===== config.mk =====
export PLATFORM = sky130hd
export DESIGN_NAME = seg_frame_rx
export DESIGN_NICKNAME = d
export VERILOG_FILES = /design/src/rtl/seg_frame_rx.sv
export SDC_FILE = /design/constraint.sdc
export NUM_CORES = 1
export LEC_CHECK = 0
export ABC_AREA = 1
export CAP_MARGIN = 20
export CORE_AREA = 2 2 112 114
export DETAILED_ROUTE_END_ITERATION = 8
export DIE_AREA = 0 0 114 116
export PLACE_DENSITY = 0.58
export SLEW_MARGIN = 40
export SYNTH_ARGS = -nofsm -noshare
export SYNTH_HDL_FRONTEND = slang
export SYNTH_SLANG_ARGS = --single-unit

===== constraint.sdc =====
create_clock -name SYSCLK -period 4.98 [get_ports SYSCLK]
set_clock_uncertainty 0.1 [all_clocks]
set_input_delay 1.494 -clock SYSCLK [delete_from_list [all_inputs] [get_ports SYSCLK]]
set_output_delay 1.494 -clock SYSCLK [all_outputs]
set_load 0.05 [all_outputs]

===== src/rtl/seg_frame_rx.sv =====
// seg_frame_rx: receiver for a multiplexed seven-segment display bus.
// Synchronizes SEGA..SEGG/SEGDP/SEGCLK/SEGCAT into SYSCLK. Each
// synchronized SEGCLK falling edge samples the segment and cathode lines.
// The sampled pattern is decoded back to a 4-bit value. Once every digit
// slot of a scan has been seen, the decoded frame is published with a
// single-cycle FRAME_STB.
// Optional feature: define SEG_FRAME_RX_HEX_EN so that the A-F patterns
// decode as valid values 10-15. Without it, those patterns are invalid
// samples.
module seg_frame_rx #(
    parameter int NUM_DIGITS  = 5,
    parameter int SYNC_STAGES = 2
) (
    input  logic                    SYSCLK,
    input  logic                    RST,
    input  logic                    SEGA,
    input  logic                    SEGB,
    input  logic                    SEGC,
    input  logic                    SEGD,
    input  logic                    SEGE,
    input  logic                    SEGF,
    input  logic                    SEGG,
    input  logic                    SEGDP,
    input  logic                    SEGCLK,
    input  logic [NUM_DIGITS-1:0]   SEGCAT,
    output logic [4*NUM_DIGITS-1:0] DIGITS,
    output logic [NUM_DIGITS-1:0]   DP,
    output logic [NUM_DIGITS-1:0]   BLANK,
    output logic                    FRAME_STB,
    output logic                    FRAME_ERR
);

    // Bundle layout (MSB first): pattern A..G, DP, SEGCLK, cathodes.
    localparam int LW = 9 + NUM_DIGITS;
    localparam int IW = (NUM_DIGITS > 1) ? $clog2(NUM_DIGITS) : 1;
    localparam int NW = $clog2(NUM_DIGITS + 1);

    typedef enum logic [1:0] {
        S_IDLE,
        S_COLLECT,
        S_EMIT
    } state_t;

    // Decode result is {invalid, blank, value[3:0]}.
    function automatic logic [5:0] f_decode(input logic [6:0] p);
        logic [5:0] d;
        d = 6'b00_0000;
        case (p)
            7'h7E: d[3:0] = 4'd0;
            7'h30: d[3:0] = 4'd1;
            7'h6D: d[3:0] = 4'd2;
            7'h79: d[3:0] = 4'd3;
            7'h33: d[3:0] = 4'd4;
            7'h5B: d[3:0] = 4'd5;
            7'h5F: d[3:0] = 4'd6;
            7'h70: d[3:0] = 4'd7;
            7'h7F: d[3:0] = 4'd8;
            7'h7B: d[3:0] = 4'd9;
            7'h00: d[4]   = 1'b1;
`ifdef SEG_FRAME_RX_HEX_EN
            7'h77: d[3:0] = 4'hA;
            7'h1F: d[3:0] = 4'hB;
            7'h4E: d[3:0] = 4'hC;
            7'h3D: d[3:0] = 4'hD;
            7'h4F: d[3:0] = 4'hE;
            7'h47: d[3:0] = 4'hF;
`endif
            default: d[5] = 1'b1;
        endcase
        return d;
    endfunction

    logic [LW-1:0]           r_sync [SYNC_STAGES];
    logic                    r_clk_prev;
    logic [NUM_DIGITS-1:0]   r_seen;
    logic                    r_err_acc;
    logic [4*NUM_DIGITS-1:0] r_sh_val;
    logic [NUM_DIGITS-1:0]   r_sh_dp;
    logic [NUM_DIGITS-1:0]   r_sh_blank;
    state_t                  r_state;

    logic [LW-1:0]           w_raw;
    logic [LW-1:0]           w_synced;
    logic [6:0]              w_pat;
    logic                    w_dp_in;
    logic                    w_clk;
    logic [NUM_DIGITS-1:0]   w_cat;
    logic                    w_fall;
    logic [5:0]              w_dec;
    logic [NW-1:0]           w_n_low;
    logic [IW-1:0]           w_low_idx;
    logic                    w_one_low;
    logic                    w_load;
    logic [NUM_DIGITS-1:0]   w_seen_next;
    logic                    w_err_next;
    state_t                  w_state_next;

    assign w_raw     = {SEGA, SEGB, SEGC, SEGD, SEGE, SEGF, SEGG, SEGDP, SEGCLK, SEGCAT};
    assign w_synced  = r_sync[SYNC_STAGES-1];
    assign w_pat     = w_synced[LW-1 -: 7];
    assign w_dp_in   = w_synced[NUM_DIGITS+1];
    assign w_clk     = w_synced[NUM_DIGITS];
    assign w_cat     = w_synced[NUM_DIGITS-1:0];
    assign w_fall    = r_clk_prev & ~w_clk;
    assign w_dec     = f_decode(w_pat);
    assign w_one_low = (w_n_low == NW'(1));
    assign FRAME_STB = (r_state == S_EMIT);

    // Synchronizer chain for every display line, plus the SEGCLK history bit.
    always_ff @(posedge SYSCLK or posedge RST) begin
        if (RST) begin
            for (int k = 0; k < SYNC_STAGES; k++) r_sync[k] <= '0;
            r_clk_prev <= 1'b0;
        end else begin
            r_sync[0] <= w_raw;
            for (int k = 1; k < SYNC_STAGES; k++) r_sync[k] <= r_sync[k-1];
            r_clk_prev <= w_clk;
        end
    end

    // Count the low cathodes and remember which one was low.
    always_comb begin
        w_n_low   = '0;
        w_low_idx = '0;
        for (int i = 0; i < NUM_DIGITS; i++) begin
            if (!w_cat[i]) begin
                w_n_low   = w_n_low + NW'(1);
                w_low_idx = IW'(i);
            end
        end
    end

    // Seen/error bookkeeping: a completed frame clears first, then the sample applies.
    always_comb begin
        w_seen_next = w_load ? '0 : r_seen;
        w_err_next  = w_load ? 1'b0 : r_err_acc;
        if (w_fall) begin
            if (w_one_low) begin
                w_seen_next[w_low_idx] = 1'b1;
                w_err_next             = w_err_next | w_dec[5];
            end else if (w_n_low != '0) begin
                w_err_next = 1'b1;
            end
        end
    end

    // Shadow slot write plus seen/error accumulator registers.
    always_ff @(posedge SYSCLK or posedge RST) begin
        if (RST) begin
            r_seen     <= '0;
            r_err_acc  <= 1'b0;
            r_sh_val   <= '0;
            r_sh_dp    <= '0;
            r_sh_blank <= '0;
        end else begin
            r_seen    <= w_seen_next;
            r_err_acc <= w_err_next;
            if (w_fall && w_one_low) begin
                r_sh_val[{w_low_idx, 2'b00} +: 4] <= w_dec[3:0];
                r_sh_dp[w_low_idx]                <= w_dp_in;
                r_sh_blank[w_low_idx]             <= w_dec[4];
            end
        end
    end

    // Frame FSM state register.
    always_ff @(posedge SYSCLK or posedge RST) begin
        if (RST) r_state <= S_IDLE;
        else     r_state <= w_state_next;
    end

    // Frame FSM next state; a full seen set publishes and enters EMIT.
    always_comb begin
        w_state_next = r_state;
        w_load       = 1'b0;
        if (r_seen == '1) begin
            w_load       = 1'b1;
            w_state_next = S_EMIT;
        end else begin
            case (r_state)
                S_IDLE:    if (r_seen != '0) w_state_next = S_COLLECT;
                S_COLLECT: if (r_seen == '0) w_state_next = S_IDLE;
                S_EMIT:    w_state_next = (r_seen != '0) ? S_COLLECT : S_IDLE;
                default:   w_state_next = S_IDLE;
            endcase
        end
    end

    // Published frame registers; hold between strobes.
    always_ff @(posedge SYSCLK or posedge RST) begin
        if (RST) begin
            DIGITS    <= '0;
            DP        <= '0;
            BLANK     <= '1;
            FRAME_ERR <= 1'b0;
        end else if (w_load) begin
            DIGITS    <= r_sh_val;
            DP        <= r_sh_dp;
            BLANK     <= r_sh_blank;
            FRAME_ERR <= r_err_acc;
        end
    end

endmodule


==> report_table.html, run 1 <==
<table>
<tr><th>Metric</th><th>Value</th></tr>
<tr><th colspan="2">Power</th></tr>
<tr><td>Worst-case vdd ir drop</td><td>198.3 uV</td></tr>
<tr><td>Leakage power</td><td>2.610 nW</td></tr>
<tr><td>Power Density</td><td>337.3 mW/mm^2</td></tr>
<tr><th colspan="2">Run</th></tr>
<tr><td>Max-capacitance violation count</td><td>0</td></tr>
<tr><th colspan="2">Timing</th></tr>
<tr><td>Final slew viol count</td><td>0</td></tr>
<tr><td>Achievable Freq</td><td>306.7 MHz</td></tr>
<tr><td>RSZ-0062 raised after global routing</td><td>false</td></tr>
<tr><td>Post-route setup TNS</td><td>0 ns</td></tr>
<tr><td>Final-report setup violation count</td><td>0</td></tr>
<tr><td>Number of endpoints with negative hold slack in the final report</td><td>0</td></tr>
<tr><td>Fin crit period</td><td>3.260 ns</td></tr>
<tr><td>Tightest slew margin relative to the limit</td><td>55.48%</td></tr>
<tr><td>Period utilization</td><td>65.47%</td></tr>
<tr><td>Worst Hold Margin</td><td>0.2450 ns</td></tr>
<tr><td>Actual slew at the worst max-slew pin</td><td>0.6642 ns</td></tr>
<tr><th colspan="2">Synthesis</th></tr>
<tr><td>Most area-hungry cell type in the Yosys netlist</td><td>dfrtp_1</td></tr>
<tr><td>Fraction of synthesized cell area taken by the top area cell type</td><td>56.40%</td></tr>
<tr><td>Number of unique standard cell types used by synthesis</td><td>28</td></tr>
<tr><td>Mean cell area of the mapped netlist</td><td>9.109 um^2</td></tr>
<tr><td>Post-Syn Nets</td><td>475</td></tr>
<tr><td>Share of synthesized area occupied by flip-flops and latches</td><td>59.58%</td></tr>
<tr><td>Total of flip-flops plus latches after synthesis</td><td>98</td></tr>
<tr><td>Cell types occupying the most area after synthesis</td><td>dfrtp_1, nand2_1, nor2_1</td></tr>
<tr><td>Warning count from the yosys run</td><td>0</td></tr>
<tr><td>Syn Inst Count</td><td>453</td></tr>
<tr><td>Syn Std Cell Area</td><td>0.004126 mm^2</td></tr>
<tr><th colspan="2">Final layout</th></tr>
<tr><td>Layout cell share with drive strength beyond 1</td><td>12.50%</td></tr>
<tr><td>Area overhead of the layout relative to synthesis</td><td>22.95%</td></tr>
<tr><td>Antenna Diode Count</td><td>0</td></tr>
<tr><td>Nets@finish</td><td>529</td></tr>
<tr><td>Fill cell count</td><td>1182</td></tr>
<tr><td>Most used cells in the layout excluding fill and tap cells</td><td>nand2_1, dfrtp_1, clkdlybuf4s50_1</td></tr>
<tr><td>Most common cell after layout, fill and taps aside</td><td>nand2_1</td></tr>
<tr><th colspan="2">Clock network</th></tr>
<tr><td>Clk slew on worst S/H paths</td><td>0.07 ns</td></tr>
<tr><td>CTS tree</td><td>yes</td></tr>
<tr><td>Number of levels in the clock H-tree</td><td>3</td></tr>
<tr><td>Count of hold buffers inserted by post-cts repair</td><td>0</td></tr>
<tr><td>Post-CTS setup buffers</td><td>0</td></tr>
<tr><td>Buffer levels on the longest clock path</td><td>2</td></tr>
<tr><td>Post-CTS sizing</td><td>0</td></tr>
<tr><td>TritonCTS Buffers</td><td>9</td></tr>
<tr><td>Root Buffer Master</td><td>clkbuf_16</td></tr>
<tr><td>Clock insertion delay at the later pin of the skew report</td><td>0.34 ns</td></tr>
<tr><td>Number of clock sinks</td><td>98</td></tr>
<tr><th colspan="2">Placed design</th></tr>
<tr><td>IO Port Bufs</td><td>47</td></tr>
<tr><td>Detailed Place HPWL</td><td>5.557 mm</td></tr>
<tr><td>Last weighted congestion value of the routability-driven placer</td><td>0.8006</td></tr>
<tr><th colspan="2">Worst setup path</th></tr>
<tr><td>Worst path buffer plus inverter count</td><td>1</td></tr>
<tr><td>Number of cells on the critical path</td><td>1</td></tr>
<tr><td>Highest fanout seen on the critical path</td><td>2</td></tr>
<tr><td>Worst Path Class, Setup</td><td>reg -&gt; out</td></tr>
<tr><td>Logic depth of the worst register-to-register path</td><td>16</td></tr>
<tr><td>CP Data Required Time</td><td>3.39 ns</td></tr>
<tr><td>Crit path max-delay family</td><td>buffers and inverters</td></tr>
<tr><td>Crit path max-delay cell type</td><td>clkdlybuf4s50_1</td></tr>
<tr><td>Data arrival time of the critical path</td><td>1.67 ns</td></tr>
<tr><td>Element type at the critical path start</td><td>register</td></tr>
<tr><td>Crit path cell chain</td><td>clkdlybuf4s50_1</td></tr>
<tr><td>Critical path endpoint category</td><td>output port</td></tr>
<tr><td>Highest cell delay on the worst timing path</td><td>0.79 ns</td></tr>
<tr><th colspan="2">GRT</th></tr>
<tr><td>Via count of the first global-routing pass</td><td>2899</td></tr>
<tr><td>Total global routing overflow</td><td>0</td></tr>
<tr><td>Pin count of the biggest net entering global routing</td><td>46</td></tr>
<tr><td>Wire length of the first global-routing pass</td><td>13.48 mm</td></tr>
<tr><td>Global router's overall resource usage</td><td>13.03%</td></tr>
<tr><td>Number of antenna violations at the first check in global routing</td><td>0</td></tr>
<tr><th colspan="2">Drt</th></tr>
<tr><td>DRC errors left</td><td>0</td></tr>
<tr><td>Via count</td><td>2944</td></tr>
<tr><td>Drt initial violations</td><td>147</td></tr>
<tr><td>DR vias/cell</td><td>4.467</td></tr>
<tr><td>Final ANT Viol Nets</td><td>0</td></tr>
<tr><td>First-pass detailed-route iteration total</td><td>4</td></tr>
<tr><td>WL final</td><td>7.818 mm</td></tr>
<tr><td>Routed WL per cell</td><td>11.86 um</td></tr>
<tr><th colspan="2">Run status</th></tr>
<tr><td>Status</td><td>finished, final reports clean</td></tr>
<tr><th colspan="2">Floorplanning</th></tr>
<tr><td>Die height</td><td>116 um</td></tr>
<tr><td>Initial core utilization</td><td>34.64%</td></tr>
<tr><td>Count of boundary I/O pins</td><td>48</td></tr>
<tr><td>Area of the placeable core</td><td>0.01191 mm^2</td></tr>
<tr><td>Row cnt</td><td>40</td></tr>
<tr><td>Chip width</td><td>114 um</td></tr>
<tr><td>Total Die Area</td><td>0.01322 mm^2</td></tr>
<tr><th colspan="2">Min path</th></tr>
<tr><td>Instance count along the most critical hold path</td><td>0</td></tr>
<tr><td>Classification of the worst-slack hold path</td><td>reg -&gt; reg</td></tr>
</table>
==> layout make-up <==
class | count | area (um^2) | share of cell area, %
sequential | 98 | 2459 | 48.46
tap | 147 | 183.9 | 3.625
multi-input combinational | 312 | 1496 | 29.49
clock inverter | 7 | 73.82 | 1.455
clock buffer | 9 | 225.2 | 4.439
inverter | 36 | 142.6 | 2.811
timing repair buffer | 50 | 493.0 | 9.716
==> cell usage after synthesis <==
cell type,count
nand2_4,9
inv_2,5
ha_1,6
nor3_2,1
nor4_2,2
nand4_1,2
nand3_1,22
nand3_4,2
nand2_1,184
nand2_2,11
or2_2,2
o21ai_1,20
buf_6,1
dfstp_2,5
nand3b_1,1
a221oi_1,1
inv_1,30
nor4_1,1
o211ai_1,1
inv_6,1
o21ai_0,2
nor2_1,37
o21ai_2,1
nand3_2,3
nor2_8,1
dfrtp_1,93
nor3_1,3
clkbuf_1,6
==> state kept, by name (all words and copies together), names as in the netlist <==
name,flops
r_err_acc,1
FRAME_ERR,1
r_sh_val,20
DIGITS,20
DP,5
w_synced,14
BLANK,5
r_clk_prev,1
r_sync,14
r_state,2
r_seen,5
r_sh_blank,5
r_sh_dp,5
==> stage by stage <==
stage	cell area, um^2	setup slack (ns)	std cells	utilization (%)	power, mW
global route	5074	1.662	659	42.59	1.800
global placement	4775	2.089	643	40.08	1.028
floorplan	4126	0.8322	453	-	0.9899
CTS	5074	1.704	659	42.59	1.735
detailed placement	4775	1.974	643	40.08	1.035
finish	5074	1.720	659	42.59	1.712
==> final timing paths <==
check | slack (ns) | startpoint | to
max in group asynchronous | 2.50 | RST | BLANK[3]
worst max-delay path | 1.72 | BLANK[4] | BLANK[4]
min in group asynchronous | 1.46 | RST | r_sync[27]
worst min register to register | 0.25 | r_sync[20] | w_synced[6]
worst max register to register | 1.99 | w_synced[1] | r_sh_val[11]
worst min-delay path | 0.25 | r_sync[20] | w_synced[6]
==> power by group <==
| group | internal, mW | switching, mW |
|---|---|---|
| combinational | 0.0564 | 0.0989 |
| clock | 0.393 | 0.300 |
| sequential | 0.838 | 0.0256 |
==> cells by family after synthesis <==
| family | Yosys count | synth area share, % |
|---|---|---|
| AOI/OAI and AO/OA | 25 | 3.275 |
| adders and majority gates | 6 | 1.819 |
| buffers and inverters | 43 | 4.215 |
| DFF | 98 | 59.58 |
| and+or+nand+nor | 281 | 31.11 |
==> metal layers <==
metal	part of all wire (%)	wire, um	GRT usage, %
met1	49	3831	17.45
met2	45	3536	20.56
met3	4.0	314	3.138
met4	1.7	136	5.122
met5	0	0	0
Power figures use the tool's default switching activity.
==> run 2, diff against run 1 <==
--- a/config.mk
+++ b/config.mk
@@ -10,7 +10,7 @@
 export CORE_AREA = 2 2 112 114
 export DETAILED_ROUTE_END_ITERATION = 8
 export DIE_AREA = 0 0 114 116
-export PLACE_DENSITY = 0.58
+export PLACE_DENSITY = 0.6
 export SLEW_MARGIN = 40
 export SYNTH_ARGS = -nofsm -noshare
 export SYNTH_HDL_FRONTEND = slang
==> constraint.sdc (replaced) <==
create_clock -name SYSCLK -period 2.93 [get_ports SYSCLK]
set_clock_uncertainty 0.1 [all_clocks]
set_input_delay 0.879 -clock SYSCLK [delete_from_list [all_inputs] [get_ports SYSCLK]]
set_output_delay 0.879 -clock SYSCLK [all_outputs]
set_load 0.05 [all_outputs]
==> run 2 against run 1 <==
  * Clock-buffer cell count increased by 3
  * Via count is 1.1% higher
  * Sequential share of layout area decreased by 0.53 points
  * First-iteration DRC count unchanged
  * Worst setup slack lost 1.5 ns
  * Critical path type is now reg -> reg
==> report_table.html, run 2 (synthesized netlist as in run 1, its figures left out) <==
<table>
<tr><th>Metric</th><th>Value</th></tr>
<tr><th colspan="2">Clock network</th></tr>
<tr><td>Buffer levels on the longest clock path</td><td>2</td></tr>
<tr><td>Count of hold buffers inserted by post-cts repair</td><td>0</td></tr>
<tr><td>TritonCTS Buffers</td><td>9</td></tr>
<tr><td>Number of levels in the clock H-tree</td><td>3</td></tr>
<tr><td>Clk slew on worst S/H paths</td><td>0.06 ns</td></tr>
<tr><td>Post-CTS sizing</td><td>0</td></tr>
<tr><td>Root Buffer Master</td><td>clkbuf_16</td></tr>
<tr><td>Number of clock sinks</td><td>98</td></tr>
<tr><td>CTS tree</td><td>yes</td></tr>
<tr><td>Post-CTS setup buffers</td><td>0</td></tr>
<tr><td>Clock insertion delay at the later pin of the skew report</td><td>0.34 ns</td></tr>
<tr><th colspan="2">Floorplanning</th></tr>
<tr><td>Total Die Area</td><td>0.01322 mm^2</td></tr>
<tr><td>Chip width</td><td>114 um</td></tr>
<tr><td>Area of the placeable core</td><td>0.01191 mm^2</td></tr>
<tr><td>Row cnt</td><td>40</td></tr>
<tr><td>Count of boundary I/O pins</td><td>48</td></tr>
<tr><td>Die height</td><td>116 um</td></tr>
<tr><td>Initial core utilization</td><td>34.64%</td></tr>
<tr><th colspan="2">Min path</th></tr>
<tr><td>Hold endpoint</td><td>w_synced[3]</td></tr>
<tr><td>Instance count along the most critical hold path</td><td>0</td></tr>
<tr><td>Classification of the worst-slack hold path</td><td>reg -&gt; reg</td></tr>
<tr><td>Start point of the worst hold path</td><td>r_sync[17]</td></tr>
<tr><th colspan="2">Worst setup path</th></tr>
<tr><td>Element type at the critical path start</td><td>register</td></tr>
<tr><td>Worst R2R End</td><td>r_sh_val[0]</td></tr>
<tr><td>Worst R2R Start</td><td>w_synced[1]</td></tr>
<tr><td>Minimum setup slack among reg-to-reg paths</td><td>0.18 ns</td></tr>
<tr><td>Highest fanout seen on the critical path</td><td>5</td></tr>
<tr><td>Worst Path Class, Setup</td><td>reg -&gt; reg</td></tr>
<tr><td>Data arrival time of the critical path</td><td>2.88 ns</td></tr>
<tr><td>CP Data Required Time</td><td>3.06 ns</td></tr>
<tr><td>Critical path endpoint category</td><td>register</td></tr>
<tr><td>Logic depth of the worst register-to-register path</td><td>17</td></tr>
<tr><th colspan="2">Run status</th></tr>
<tr><td>Status</td><td>finished, final reports clean</td></tr>
<tr><th colspan="2">Final layout</th></tr>
<tr><td>Registers with the most flip-flops</td><td>DIGITS (20), r_sh_val (20)</td></tr>
<tr><td>Layout cell share with drive strength beyond 1</td><td>13.18%</td></tr>
<tr><td>Post-layout instance area</td><td>0.005130 mm^2</td></tr>
<tr><td>Area overhead of the layout relative to synthesis</td><td>24.32%</td></tr>
<tr><td>Area occupied by registers</td><td>0.002459 mm^2</td></tr>
<tr><td>Fill cell count</td><td>1150</td></tr>
<tr><td>Area taken by multi-input logic gates</td><td>0.001509 mm^2</td></tr>
<tr><td>Most used cells in the layout excluding fill and tap cells</td><td>nand2_1, dfrtp_1, clkdlybuf4s50_1</td></tr>
<tr><td>Most common cell after layout, fill and taps aside</td><td>nand2_1</td></tr>
<tr><td>Layout Cells excl Fill</td><td>663</td></tr>
<tr><td>Antenna Diode Count</td><td>0</td></tr>
<tr><td>Nets@finish</td><td>533</td></tr>
<tr><th colspan="2">GRT</th></tr>
<tr><td>Global router's overall resource usage</td><td>12.91%</td></tr>
<tr><td>Via count of the first global-routing pass</td><td>2931</td></tr>
<tr><td>Wire length of the first global-routing pass</td><td>13.46 mm</td></tr>
<tr><td>Number of antenna violations at the first check in global routing</td><td>0</td></tr>
<tr><td>Pin count of the biggest net entering global routing</td><td>99</td></tr>
<tr><td>Total global routing overflow</td><td>0</td></tr>
<tr><th colspan="2">Placed design</th></tr>
<tr><td>Standard cell area after detailed placement</td><td>0.004843 mm^2</td></tr>
<tr><td>Detailed Place HPWL</td><td>5.270 mm</td></tr>
<tr><td>IO Port Bufs</td><td>47</td></tr>
<tr><td>Last weighted congestion value of the routability-driven placer</td><td>0.8616</td></tr>
<tr><td>Placed cell count</td><td>647</td></tr>
<tr><th colspan="2">Timing</th></tr>
<tr><td>Fin crit period</td><td>2.755 ns</td></tr>
<tr><td>Number of endpoints with negative hold slack in the final report</td><td>0</td></tr>
<tr><td>Achievable Freq</td><td>363.0 MHz</td></tr>
<tr><td>Actual slew at the worst max-slew pin</td><td>0.6382 ns</td></tr>
<tr><td>Post-route setup TNS</td><td>0 ns</td></tr>
<tr><td>Final slew viol count</td><td>0</td></tr>
<tr><td>RSZ-0062 raised after global routing</td><td>false</td></tr>
<tr><td>Final-report setup violation count</td><td>0</td></tr>
<tr><td>Tightest slew margin relative to the limit</td><td>57.22%</td></tr>
<tr><td>Period utilization</td><td>94.01%</td></tr>
<tr><th colspan="2">Drt</th></tr>
<tr><td>Routed WL per cell</td><td>11.54 um</td></tr>
<tr><td>Via count</td><td>2977</td></tr>
<tr><td>Final ANT Viol Nets</td><td>0</td></tr>
<tr><td>First-pass detailed-route iteration total</td><td>4</td></tr>
<tr><td>Drt initial violations</td><td>147</td></tr>
<tr><td>DR vias/cell</td><td>4.490</td></tr>
<tr><td>DRC errors left</td><td>0</td></tr>
<tr><td>WL final</td><td>7.650 mm</td></tr>
<tr><th colspan="2">Power</th></tr>
<tr><td>Leakage power</td><td>2.626 nW</td></tr>
<tr><td>Worst-case vdd ir drop</td><td>226.4 uV</td></tr>
<tr><td>Power Density</td><td>549.9 mW/mm^2</td></tr>
<tr><th colspan="2">Run</th></tr>
<tr><td>Max-capacitance violation count</td><td>0</td></tr>
</table>
## run 2: area by class of cell
class	instances	share of cell area (%)
clock buffers	12	4.805
clock inverters	4	0.5366
inverters	36	2.805
multi-input cells	312	29.41
flip-flops and latches	98	47.93
well taps	147	3.585
repair buffers	54	10.93
## run 2: worst max-delay path: stages, from the launching register on
cell and delay [ns]:
dfrtp_1 0.36, inv_2 0.07, ha_4 0.29, inv_1 0.06
nand2_2 0.07, nand2_1 0.06, ha_1 0.31, nand2_1 0.09
nand2_1 0.06, ha_1 0.28, or2_2 0.28, nand2_2 0.09
nand2_4 0.07, nor2_8 0.11, buf_12 0.14, nand3_4 0.07
nand2_1 0.09, nand2_1 0.06
## run 2: worst max-delay path by stage
stage | start | endpoint | slack (ns) | cells after the start
after global placement | w_synced[1] | r_sh_val[2] | 0.17 | 17
after global routing | w_synced[1] | r_sh_val[0] | 0.009 | 17
final | w_synced[1] | r_sh_val[0] | 0.18 | 17
after detailed placement | w_synced[1] | r_sh_val[0] | 0.09 | 17
after floorplan | w_synced[1] | r_sh_dp[4] | 0.19 | 16
after CTS | w_synced[1] | r_sh_val[0] | 0.06 | 17
## run 2: per-stage QoR
step	hold slack (ns)	util (%)	power [mW]	setup slack (ns)
after floorplan	0.2312	-	1.683	0.1944
after global placement	0.2321	40.66	1.759	0.1726
after detailed placement	0.2355	40.66	1.768	0.08531
after CTS	0.2501	42.96	2.869	0.06163
after global routing	0.2533	43.07	2.972	0.008504
final	0.2489	43.07	2.821	0.1754
## run 2: per-layer routing
layer / track usage (%) / part of all wire, % / up-vias
li1: - / - / 1534
met1: 17.41 / 49 / 1359
met2: 19.88 / 44 / 72
met3: 2.929 / 5.5 / 12
met4: 6.098 / 2.1 / 0
met5: 0 / 0 / -
## run 2: report_power, final
part,switching [mW],internal (mW)
Combinational,0.172,0.107
Clock,0.476,0.599
Sequential,0.0428,1.42
